`src/rtl/io_atr_regs.sv`:
```
// Per-bank GPIO output registers with a masked auto transmit/receive overlay.
// A four-state machine follows tx_empty with programmable turn-on/turn-off delays.
module io_atr_regs #(
   parameter logic [6:0] ADDR_IO_BASE  = 7'd68,
   parameter logic [6:0] ADDR_ATR_BASE = 7'd80,
   parameter int         DELAY_W       = 12
) (
   input  logic        clock,
   input  logic        reset,
   input  logic [6:0]  serial_addr,
   input  logic [31:0] serial_data,
   input  logic        serial_strobe,
   input  logic        tx_empty,
   output logic [15:0] reg_0,
   output logic [15:0] reg_1,
   output logic [15:0] reg_2,
   output logic [15:0] reg_3,
   output logic [1:0]  atr_state
);

   typedef enum logic [1:0] {
      ST_RX       = 2'd0,
      ST_TX_DELAY = 2'd1,
      ST_TX       = 2'd2,
      ST_RX_DELAY = 2'd3
   } atr_state_t;

   logic [15:0]        io_r    [4];
   logic [15:0]        mask_r  [4];
   logic [15:0]        txval_r [4];
   logic [15:0]        rxval_r [4];
   logic [15:0]        pin_nx  [4];
   logic [DELAY_W-1:0] tx_delay_r;
   logic [DELAY_W-1:0] rx_delay_r;
   logic [DELAY_W-1:0] count_r;
   logic [DELAY_W-1:0] count_nx;
   atr_state_t         state_r;
   atr_state_t         state_nx;
   logic               use_tx;

   // Control-bus register file; IO writes merge under the upper-half bit mask.
   always_ff @(posedge clock or posedge reset) begin
      if (reset) begin
         for (int k = 0; k < 4; k++) begin
            io_r[k]    <= '0;
            mask_r[k]  <= '0;
            txval_r[k] <= '0;
            rxval_r[k] <= '0;
         end
         tx_delay_r <= '0;
         rx_delay_r <= '0;
      end else if (serial_strobe) begin
         for (int k = 0; k < 4; k++) begin
            if (serial_addr == ADDR_IO_BASE + 7'(k))
               io_r[k] <= (io_r[k] & ~serial_data[31:16]) | (serial_data[15:0] & serial_data[31:16]);
            if (serial_addr == ADDR_ATR_BASE + 7'(4 * k))
               mask_r[k] <= serial_data[15:0];
            if (serial_addr == ADDR_ATR_BASE + 7'(4 * k + 1))
               txval_r[k] <= serial_data[15:0];
            if (serial_addr == ADDR_ATR_BASE + 7'(4 * k + 2))
               rxval_r[k] <= serial_data[15:0];
         end
         if (serial_addr == ADDR_ATR_BASE + 7'd16)
            tx_delay_r <= serial_data[DELAY_W-1:0];
         if (serial_addr == ADDR_ATR_BASE + 7'd17)
            rx_delay_r <= serial_data[DELAY_W-1:0];
      end
   end

   always_ff @(posedge clock or posedge reset) begin
      if (reset) begin
         state_r <= ST_RX;
         count_r <= '0;
      end else begin
         state_r <= state_nx;
         count_r <= count_nx;
      end
   end

   // The counter is loaded from the delay register only on entry to a delay
   // state, so rewriting a delay never disturbs a count already running.
   always_comb begin
      state_nx = state_r;
      count_nx = count_r;
      case (state_r)
         ST_RX: begin
            if (!tx_empty) begin
               if (tx_delay_r == '0) begin
                  state_nx = ST_TX;
               end else begin
                  state_nx = ST_TX_DELAY;
                  count_nx = tx_delay_r;
               end
            end
         end
         ST_TX_DELAY: begin
            if (tx_empty)
               state_nx = ST_RX;
            else if (count_r == DELAY_W'(1))
               state_nx = ST_TX;
            else
               count_nx = count_r - DELAY_W'(1);
         end
         ST_TX: begin
            if (tx_empty) begin
               if (rx_delay_r == '0) begin
                  state_nx = ST_RX;
               end else begin
                  state_nx = ST_RX_DELAY;
                  count_nx = rx_delay_r;
               end
            end
         end
         ST_RX_DELAY: begin
            if (!tx_empty)
               state_nx = ST_TX;
            else if (count_r == DELAY_W'(1))
               state_nx = ST_RX;
            else
               count_nx = count_r - DELAY_W'(1);
         end
         default: state_nx = ST_RX;
      endcase
   end

   // TX values stay on the pins until the turn-off delay completes.
   always_comb begin
      use_tx = (state_r == ST_TX) || (state_r == ST_RX_DELAY);
      for (int k = 0; k < 4; k++)
         pin_nx[k] = (io_r[k] & ~mask_r[k]) | ((use_tx ? txval_r[k] : rxval_r[k]) & mask_r[k]);
   end

   always_ff @(posedge clock or posedge reset) begin
      if (reset) begin
         reg_0 <= '0;
         reg_1 <= '0;
         reg_2 <= '0;
         reg_3 <= '0;
      end else begin
         reg_0 <= pin_nx[0];
         reg_1 <= pin_nx[1];
         reg_2 <= pin_nx[2];
         reg_3 <= pin_nx[3];
      end
   end

   assign atr_state = state_r;

endmodule

```
`config.mk`:
```
export PLATFORM = sky130hd
export DESIGN_NAME = io_atr_regs
export DESIGN_NICKNAME = d
export VERILOG_FILES = /design/src/rtl/io_atr_regs.sv
export SDC_FILE = /design/constraint.sdc
export NUM_CORES = 1
export LEC_CHECK = 0
export BUFFER_PORTS_ARGS = -buffer_cell sky130_fd_sc_hd__buf_2
export CORE_UTILIZATION = 60
export CTS_CLUSTER_DIAMETER = 40
export DETAILED_ROUTE_END_ITERATION = 12
export PLACE_DENSITY_LB_ADDON = 0.05
export SETUP_SLACK_MARGIN = 0.4
export SLEW_MARGIN = 20
export SYNTH_ARGS = -nofsm -noshare
export SYNTH_HDL_FRONTEND = slang
export SYNTH_SLANG_ARGS = --single-unit
```
`constraint.sdc`:
```
create_clock -name clock -period 20.7 [get_ports clock]
set_clock_uncertainty 0.05 [all_clocks]
set_input_delay 3.105 -clock clock [delete_from_list [all_inputs] [get_ports clock]]
set_output_delay 3.105 -clock clock [all_outputs]
set_load 0.1 [all_outputs]
```
==> run summary <==
outcome - complete, no violations
Core ar. - 0.02432 mm²
final RePlAce weighted congestion - 0.8238
PwrDens - 117.3 mW/mm²
die height - 159.5 µm
CP cell instances - buf_2
CTS resizes - 0
Initial Utilization - 0.6120
Worst Path Arrival - 1970 ps
critical path's slowest cell - dfrtp_1
Row Count - 57
ratio of cells with drive above 1 in the final layout - 0.3979
fin. max-slew vios - 0
Clock Latency Late Sink - 530 ps
Finished Layout Cells - 1563
Fin Setup TNS - 0 ps
Synth Flop Type - dfrtp_1
drt pass-1 iters - 6
initial antenna violation count - 0
RSZ-0062 raised after global routing - false
WP data required - 17550 ps
Final min period - 5128 ps
Inst Count DP - 1487
# port buffers - 108
initial drt markers - 523
Leak - 0.008787 µW
synth warn - 0
# diodes - 0
drt total wl - 31.97 mm
Ports - 109
Max Clock Freq - 195.0 MHz
Worst-path clk slew - 60 ps
asr flop ratio synth - 1.000
Routed wire per std cell - 20.45 µm
NumNets Final - 1254
Critical Path Source Type - flip-flop
largest net degree at the start of global routing - 141
Slowest Stage Delay on Critical Path - 890 ps
# H-tree levels - 2
DRC viols - 0
Post-CTS Setup Inserts - 0
placed instance area - 0.01565 mm²
grt total ovfl - 0
HPWL after detailed placement - 18.67 mm
final antenna-violating net count - 0
Area Growth Syn to Fin - 15.51%
fin area - 0.01719 mm²
Die ar. - 0.02544 mm²
cts bufs inserted - 44
Worst R2R Setup Slack - 17690 ps
commonest cells after routing, fill and taps aside - dfrtp_1 (357), mux2_2 (260), buf_2 (108)
Worst VDD drop - 0.09242 mV
number of global-route vias before repair - 8998
CTS Root Cell - clkbuf_16
die width - 159.5 µm
CP max FO - 25
sequential share of the synthesized area - 0.6019
fill cell count - 1729
CP top delay family - flip-flops
Synth Register Bits - 358
fin crit share - 0.2477
post-synthesis area per instance - 13.59 µm²
worst slew pin tran - 1177 ps
Syn Std Cell Area - 0.01488 mm²
Final Hold Viols - 0
Synth cell types - 53
Crit. End Element - output pin
syn_nets - 1140
CTS sink count - 358
cts hold-fix bufs - 0
HP Class - flip-flop to flip-flop
WP buf/inv - 1
detailed-route vias per instance - 5.713
first-pass GRT wire length - 51.42 mm
Post-synth EDFFs - 0
most common cell after layout, fill and taps aside - dfrtp_1
Crit Path Class - flip-flop to output pin
max_slew headroom - 0.2156
CTS tree - done
total chip power - 2016 µW
post-synthesis instance total - 1095
max-cap violations - 0
gr usage total - 0.2638
Max Root-Sink Buffers - 3
final setup vio count - 0
vias - 8930
==> worst paths after layout <==
check,start,cells past startpoint,endpoint
setup / recovery,atr_state[0],1,atr_state[0]
hold / removal,mask_r[31],1,reg_2[15]
setup reg to reg,atr_state[0],5,count_r[3]
hold reg to reg,mask_r[31],1,reg_2[15]
max in group asynchronous,reset,3,atr_state[1]
min in group asynchronous,reset,2,asynchronous set/reset pin
==> routing by layer <==
metal / vias to the layer above / share of wire / track usage
li1: 4095 / - / -
met1: 4600 / 0.45 / 0.3712
met2: 182 / 0.49 / 0.4281
met3: 53 / 0.041 / 0.04038
met4: 0 / 0.023 / 0.07780
met5: - / 0 / 0
==> final cells by class <==
class | count | area [µm²] | area share
Tap cell | 324 | 405.4 | 0.02358
Timing Repair Buffer | 120 | 634.4 | 0.03690
Sequential cell | 358 | 8962 | 0.5213
Clock inverter | 18 | 272.8 | 0.01587
Inverter | 14 | 60.06 | 0.003493
Clock buffer | 58 | 1255 | 0.07300
Multi-Input combinational cell | 671 | 5602 | 0.3258
==> Yosys cell counts (3+ instances only) <==
library cell	n	area [µm²]
buf_2	17	85.08
inv_1	14	52.55
nor2_1	76	285.3
nand4_1	4	25.02
mux2i_1	75	750.7
mux2_2	260	2928
a21oi_1	64	320.3
a31oi_1	3	18.77
o21ai_0	9	45.04
buf_4	6	45.04
nand2_1	85	319.1
nand2b_1	4	25.02
a222oi_1	5	50.05
nor3_1	10	50.05
dfrtp_1	358	8959
nor4_1	6	37.54
buf_6	3	33.78
mux2_4	20	300.3
nand3_1	4	20.02
nor2_4	3	33.78
nor2b_1	3	18.77
clkbuf_1	25	93.84
==> per-stage QoR <==
| stage | setup WS [ps] | util | hold slack, ps |
|---|---|---|---|
| 5_1_grt | 15480 | 0.7069 | 433.7 |
| 4_1_cts | 15550 | 0.7064 | 405.9 |
| 3_5_place_dp | 15310 | 0.6436 | 399.5 |
| 6_report | 15570 | 0.7069 | 406.4 |
| 3_3_place_gp | 15360 | 0.6436 | 393.7 |
| 2_1_floorplan | 7611 | - | 384.0 |
==> cells by family after synthesis <==
| kind of cell | count (synthesis) | share of synthesized area |
|---|---|---|
| AO/OA/AOI/OAI | 95 | 0.03758 |
| adder cells (fa/ha/maj) | 3 | 0.002354 |
| buffers and inverters | 66 | 0.02219 |
| flip-flops | 358 | 0.6019 |
| multiplexers | 357 | 0.2689 |
| AND/OR/NAND/NOR | 216 | 0.06709 |
==> report_power, final <==
| group | switching (µW) | total (µW) | internal, µW |
|---|---|---|---|
| clock | 292 | 794 | 502 |
| sequential | 68.2 | 837 | 769 |
| combinational | 259 | 385 | 126 |
(Power assumes the default switching activity.)
